File: config.mk
export PLATFORM = sky130hd
export DESIGN_NAME = retire_stage
export DESIGN_NICKNAME = d
export VERILOG_FILES = /design/src/rtl/retire_stage.sv
export SDC_FILE = /design/constraint.sdc
export NUM_CORES = 1
export LEC_CHECK = 0
export ABC_AREA = 1
export CAP_MARGIN = 20
export CORE_MARGIN = 3
export CORE_UTILIZATION = 26
export CTS_BUF_LIST = sky130_fd_sc_hd__clkbuf_2 sky130_fd_sc_hd__clkbuf_4 sky130_fd_sc_hd__clkbuf_8
export CTS_CLUSTER_DIAMETER = 150
export CTS_CLUSTER_SIZE = 24
export DETAILED_ROUTE_END_ITERATION = 10
export PLACE_DENSITY_LB_ADDON = 0.15
export SYNTH_ARGS = -nofsm -noshare
export SYNTH_HDL_FRONTEND = slang
export SYNTH_SLANG_ARGS = --single-unit
File: constraint.sdc
create_clock -name clock -period 10.5 [get_ports clock]
set_clock_uncertainty 0.15 [all_clocks]
set_input_delay 1.575 -clock clock [delete_from_list [all_inputs] [get_ports clock]]
set_output_delay 1.575 -clock clock [all_outputs]
set_load 0.03 [all_outputs]
File: src/rtl/retire_stage.sv
// retire_stage: in-order commit stage of the out-of-order core.
//
// Each cycle the stage scans the oldest ROB head entries, retires the
// longest complete prefix (ending early on a halt or mispredicted branch),
// tells the ROB how many entries to pop, and registers the architectural
// map-table writes plus the freed T_old physical registers for next cycle.
//
// Ports
//   clock          system clock
//   reset          synchronous, active-high reset
//   rob_outputs    oldest-first ROB head entries
//   outputs_valid  number of valid head entries
//   num_retiring   entries popped from the ROB this cycle (combinational)
//   free_count     number of valid free_regs entries (registered)
//   free_regs      freed T_old registers, packed from index 0 (registered)
//   amt_we         arch map table write enables, one per entry slot (registered)
//   amt_arch       arch register index per write (registered)
//   amt_preg       T_new physical register per write (registered)
//   rollback       one-cycle flush pulse after a mispredicted branch retires
//   halted         sticky flag once a halt entry has retired
//   retired_count  running total of retired entries (wraps)

`ifndef N
`define N 4
`endif

`ifndef PHYS_REG_ID_BITS
`define PHYS_REG_ID_BITS 6
`endif

package retire_stage_pkg;
    typedef struct packed {
        logic                         complete;
        logic                         halt;
        logic                         mispredict;
        logic [4:0]                   Arch_reg;
        logic [`PHYS_REG_ID_BITS-1:0] T_new;
        logic [`PHYS_REG_ID_BITS-1:0] T_old;
    } ROB_EXIT_PACKET;
endpackage

module retire_stage
    import retire_stage_pkg::*;
#(
    parameter int N        = `N,
    parameter int CNT_BITS = 32
) (
    input  logic                                 clock,
    input  logic                                 reset,
    input  ROB_EXIT_PACKET                       rob_outputs [N],
    input  logic [$clog2(N+1)-1:0]               outputs_valid,
    output logic [$clog2(N+1)-1:0]               num_retiring,
    output logic [$clog2(N+1)-1:0]               free_count,
    output logic [N-1:0][`PHYS_REG_ID_BITS-1:0]  free_regs,
    output logic [N-1:0]                         amt_we,
    output logic [N-1:0][4:0]                    amt_arch,
    output logic [N-1:0][`PHYS_REG_ID_BITS-1:0]  amt_preg,
    output logic                                 rollback,
    output logic                                 halted,
    output logic [CNT_BITS-1:0]                  retired_count
);

    localparam int W = $clog2(N+1);
    localparam int P = `PHYS_REG_ID_BITS;

    typedef enum logic [1:0] {
        RUN    = 2'd0,
        FLUSH  = 2'd1,
        HALTED = 2'd2
    } state_t;

    state_t                   state_r;
    state_t                   state_nxt_s;

    logic [W-1:0]             k_s;
    logic [N-1:0]             ret_mask_s;
    logic                     scan_stop_s;
    logic                     last_halt_s;
    logic                     last_mp_s;

    logic [N-1:0]             amt_we_nxt_s;
    logic [N-1:0][4:0]        amt_arch_nxt_s;
    logic [N-1:0][P-1:0]      amt_preg_nxt_s;
    logic [N-1:0][P-1:0]      free_nxt_s;
    logic [W-1:0]             free_idx_s;

    logic [W-1:0]             free_count_r;
    logic [N-1:0][P-1:0]      free_regs_r;
    logic [N-1:0]             amt_we_r;
    logic [N-1:0][4:0]        amt_arch_r;
    logic [N-1:0][P-1:0]      amt_preg_r;
    logic                     rollback_r;
    logic                     halted_r;
    logic [CNT_BITS-1:0]      retired_count_r;

    // Oldest-first scan: retire the complete prefix, closing it after a halt/mispredict.
    always_comb begin
        k_s         = {W{1'b0}};
        ret_mask_s  = {N{1'b0}};
        scan_stop_s = 1'b0;
        last_halt_s = 1'b0;
        last_mp_s   = 1'b0;
        for (int i = 0; i < N; i++) begin
            if (!scan_stop_s && (W'(i) < outputs_valid) && rob_outputs[i].complete) begin
                ret_mask_s[i] = 1'b1;
                k_s           = k_s + W'(1'b1);
                last_halt_s   = rob_outputs[i].halt;
                last_mp_s     = rob_outputs[i].mispredict;
                scan_stop_s   = rob_outputs[i].halt | rob_outputs[i].mispredict;
            end else begin
                scan_stop_s   = 1'b1;
            end
        end
    end

    // Map-table writes stay in their entry slot; freed T_old registers are compacted.
    always_comb begin
        amt_we_nxt_s   = {N{1'b0}};
        amt_arch_nxt_s = '0;
        amt_preg_nxt_s = '0;
        free_nxt_s     = '0;
        free_idx_s     = {W{1'b0}};
        for (int i = 0; i < N; i++) begin
            // Arch_reg 0 is the hardwired zero register: no mapping to update or release.
            if (ret_mask_s[i] && (rob_outputs[i].Arch_reg != 5'd0)) begin
                amt_we_nxt_s[i]         = 1'b1;
                amt_arch_nxt_s[i]       = rob_outputs[i].Arch_reg;
                amt_preg_nxt_s[i]       = rob_outputs[i].T_new;
                free_nxt_s[free_idx_s]  = rob_outputs[i].T_old;
                free_idx_s              = free_idx_s + W'(1'b1);
            end else begin
                amt_we_nxt_s[i]         = 1'b0;
            end
        end
    end

    // Next-state logic; halt wins over mispredict on the same entry.
    always_comb begin
        state_nxt_s = state_r;
        case (state_r)
            RUN: begin
                if (last_halt_s) begin
                    state_nxt_s = HALTED;
                end else if (last_mp_s) begin
                    state_nxt_s = FLUSH;
                end else begin
                    state_nxt_s = RUN;
                end
            end
            FLUSH:   state_nxt_s = RUN;
            HALTED:  state_nxt_s = HALTED;
            default: state_nxt_s = RUN;
        endcase
    end

    // ROB pop count: only RUN retires, and nothing retires in a reset cycle.
    always_comb begin
        num_retiring = {W{1'b0}};
        if (reset) begin
            num_retiring = {W{1'b0}};
        end else if (state_r == RUN) begin
            num_retiring = k_s;
        end else begin
            num_retiring = {W{1'b0}};
        end
    end

    // State register and registered retirement results.
    always_ff @(posedge clock) begin
        if (reset) begin
            state_r         <= RUN;
            free_count_r    <= {W{1'b0}};
            free_regs_r     <= '0;
            amt_we_r        <= {N{1'b0}};
            amt_arch_r      <= '0;
            amt_preg_r      <= '0;
            rollback_r      <= 1'b0;
            halted_r        <= 1'b0;
            retired_count_r <= {CNT_BITS{1'b0}};
        end else begin
            state_r    <= state_nxt_s;
            // Flags are registered copies of the state being entered.
            rollback_r <= (state_nxt_s == FLUSH);
            halted_r   <= (state_nxt_s == HALTED);
            if (state_r == RUN) begin
                free_count_r    <= free_idx_s;
                free_regs_r     <= free_nxt_s;
                amt_we_r        <= amt_we_nxt_s;
                amt_arch_r      <= amt_arch_nxt_s;
                amt_preg_r      <= amt_preg_nxt_s;
                retired_count_r <= retired_count_r + CNT_BITS'(k_s);
            end else begin
                free_count_r    <= {W{1'b0}};
                amt_we_r        <= {N{1'b0}};
                retired_count_r <= retired_count_r;
            end
        end
    end

    assign free_count    = free_count_r;
    assign free_regs     = free_regs_r;
    assign amt_we        = amt_we_r;
    assign amt_arch      = amt_arch_r;
    assign amt_preg      = amt_preg_r;
    assign rollback      = rollback_r;
    assign halted        = halted_r;
    assign retired_count = retired_count_r;

endmodule

==> results.md <==
* Antenna-violating nets left at 0
* Count of unique library cells instantiated by Yosys at 36
* Post-synthesis async set-or-reset flop share at 0%
* Adder-cell share of the synthesized area at 3.48%
* Global route overflow at 0
* Minimum period implied by the final worst setup slack at 6.54 ns
* CP Data Arrival Time at 4.82 ns
* Worst Hold Slack at 0.319 ns
* Final TNS setup at 0 ns
* Cell count after placement at ~1300
* Worst Setup Path Type: in2out
* First-pass GRT wire length at 31.2 mm
* Crit Path Max Fanout at 8
* Rows at 53
* Largest family of logic cells by synthesized area: simple AND/OR/NAND/NOR gates
* Relative area change from synthesis to final layout at 43.3%
* Count of vias placed by the detailed router at 5953
* Count of warnings emitted by yosys at 0
* Avg Vias per Cell at 4.61
* Synth Area in Compound Gates at 11.7%
* Final routed DRC violation total at 0
* Worst hold-check path type: reg2reg
* Design area at 0.00805 mm2
* Crit share post-route at 62.3%
* I/O Pins at about 200
* Post-Place Setup Slack at 3.91 ns
* Slew at the pin with the worst max-slew slack at 1.08 ns
* Die area at 0.0234 mm2
* Required time of the critical path at 8.78 ns
* Top achievable clock speed at 0.153 GHz
* Post-route core utilization at 38.2%
* Largest net degree at the start of global routing at 75
* Mapped Cells at 831
* Floorplan die width at 153 um
* Final Hold Violating Endpoints at 0
* EDFF count, synth at 0
* Most used DFF post-synth: sky130_fd_sc_hd__dfxtp_1
* Power density normalized to cell area at about 100 mW/mm2
* Total setup violations reported at the end of the flow at 0
* Post-DP Area at 0.00782 mm2
* Status: finished, final reports clean
* Worst relative slew slack at 27.5%
* Number of max-slew violations in the final report at 0
* Number of instances resized during post-cts repair at 0
* Flop and latch count out of synthesis at 111
* Total Power at 0.830 mW
* Number of detailed-route iterations in the first pass at 4
* Slowest cell on crit path: sky130_fd_sc_hd__clkdlybuf4s50_1
* Number of sinks on the clock net at 111
* Share of post-route cells with drive strength above 1 at 4.23%
* Most common cell after layout, fill and taps aside: sky130_fd_sc_hd__nand2_1
* Share of Yosys cell area claimed by the top area cell type at 39.6%
* Final #Nets at 1111
* Most area-consuming cells after synthesis: sky130_fd_sc_hd__dfxtp_1 40%, sky130_fd_sc_hd__nand2_1 14%, sky130_fd_sc_hd__nand3_1 10%
* Worst skew pair latency at 0.38 ns
* Combined area of all synthesized cells at around 0.0056 mm2
* Initial antenna violation count at 3
* Routed wire per std cell at 15.3 um
* Commonest cells after routing, fill and taps aside: 204 x sky130_fd_sc_hd__nand2_1, 195 x sky130_fd_sc_hd__clkdlybuf4s50_1, 114 x sky130_fd_sc_hd__nand3_1
* Fraction of synthesized cell area in xor and xnor cells at 1.40%
* Cts bufs inserted at 9
* Root buf cell: sky130_fd_sc_hd__clkbuf_8
* Max-cap violations at 0
* Via count of the first global-routing pass at about 5600
* Multiplexer fraction of the synthesized cell area at 0%
* Most area-hungry cell type in the Yosys netlist: sky130_fd_sc_hd__dfxtp_1
* Sequential fraction of the synthesis area at approximately two fifths
* Placeable core region at 0.0211 mm2
* Clock transition at the registers of the reported paths at 0.10 ns
* Final routed wirelength across all metal layers at 19.8 mm
* Simple-Gate Fraction of Synth Area at 35.3%
* Placed wire-length estimate after detailed placement at 14.8 mm
* Initial core utilization at 26.6%
* Number of design-rule violations left by the first detailed-router iteration at around 340
* Type of destination of the critical path: output port
* Total global-route track usage at 16.5%
* Setup repair after global routing missed its margin: false
* Startpoint class of the critical path: input port
* Max clock buf depth at 2
* Clock tree from TritonCTS: yes
* Hold-fix buffers, CTS at 0
* # Post-CTS Setup Buffers at 0
* Floorplan die height at ~150 um
* Largest stage delay on the critical path at a little over 0.6 ns
* Routability Congestion at 0.874
* Clock H-tree levels at 3
* Post-route non-filler standard cell count at 1292
* Pleak at 3.13 nW
* Avg Synthesized Cell Area at 6.76 um2
* Number of nets produced by synthesis at 931
* Maximum ir drop on the vdd rail at 0.0665 mV
* Least setup slack across all paths after layout at 3.96 ns
* CP cell instances: clkdlybuf4s50_1 -> nor2_1 -> nand2_1 -> nand2_2 -> clkinv_1 -> ha_1 -> or2_2 -> nand2_1 -> inv_1 -> ha_1 -> o21ai_0 -> nor2_1 -> clkdlybuf4s50_1
* Count of port buffers added during placement at 196
==> worst max-delay path: cells and delay by family <==
family | cells | cell delay [ns]
compound gates | 1 | 0.38
fa+ha+maj | 2 | 0.64
buf+inv | 4 | 1.39
simple gates | 6 | 0.83
==> flip-flops by register name, indices dropped and copies added (netlist names) <==
| signal | cells |
|---|---|
| free_regs | 24 |
| halted | 1 |
| amt_preg | 24 |
| rollback | 1 |
| amt_we | 4 |
| free_count | 3 |
| amt_arch | 20 |
| retired_count | 32 |
| state_r | 2 |
==> Yosys cell counts, types with 3 or more instances <==
master and count:
sky130_fd_sc_hd__nand4_1 11, sky130_fd_sc_hd__o21ai_0 26, sky130_fd_sc_hd__or2_2 3, sky130_fd_sc_hd__nand2_2 6
sky130_fd_sc_hd__buf_2 6, sky130_fd_sc_hd__dfxtp_1 111, sky130_fd_sc_hd__o21ai_1 7, sky130_fd_sc_hd__clkbuf_1 23
sky130_fd_sc_hd__ha_1 14, sky130_fd_sc_hd__nor2_1 78, sky130_fd_sc_hd__xor2_1 8, sky130_fd_sc_hd__nand2_1 204
sky130_fd_sc_hd__a21oi_1 81, sky130_fd_sc_hd__nand3b_1 3, sky130_fd_sc_hd__nand3_1 114, sky130_fd_sc_hd__clkinv_1 3
sky130_fd_sc_hd__nor3_1 15, sky130_fd_sc_hd__inv_1 89, sky130_fd_sc_hd__a32o_1 5, sky130_fd_sc_hd__nor2_2 4
==> cell families (layout without fill, tap and decap cells) <==
group           Yosys count  count (layout)
fa+ha+maj                15              15
compound gates          124             124
buf+inv                 124             309
simple gates            448             448
other cells               0               1
xor+xnor                  9               9
flops                   111             111
==> area by class of cell <==
class | instances | area, um2
antenna | 1 | 2.50
clock buffer | 11 | 151
clock inverter | 5 | 40.0
fill | 2302 | 13000
inverter | 92 | 345
multi-input combinational | 596 | 2930
sequential | 111 | 2220
tap | 275 | 344
timing repair buffer | 201 | 2010
==> where the power goes <==
part | internal (mW) | switching [mW] | total [mW]
Sequential | 0.429 | 0.00535 | 0.434
Combinational | 0.0577 | 0.0797 | 0.137
Clock | 0.101 | 0.157 | 0.258
==> layer usage <==
metal | vias to the layer above | track usage (%) | wire [um]
met1 | 2708 | 22.0 | 9080
met2 | 146 | 26.1 | 9020
li1 | 3078 | - | -
met5 | - | 0 | 27
met4 | 4 | 3.18 | 221
met3 | 17 | 5.97 | 1420
==> final timing paths <==
check	start	endpoint	cells after the start	slack, ns
min reg2reg	amt_preg[12]	amt_preg[12]	2	0.32
max reg2reg	state_r[1]	amt_preg[8]	7	7.65
min	amt_preg[12]	amt_preg[12]	2	0.32
max	outputs_valid[2]	num_retiring[1]	13	3.96
(Power assumes the default switching activity.)
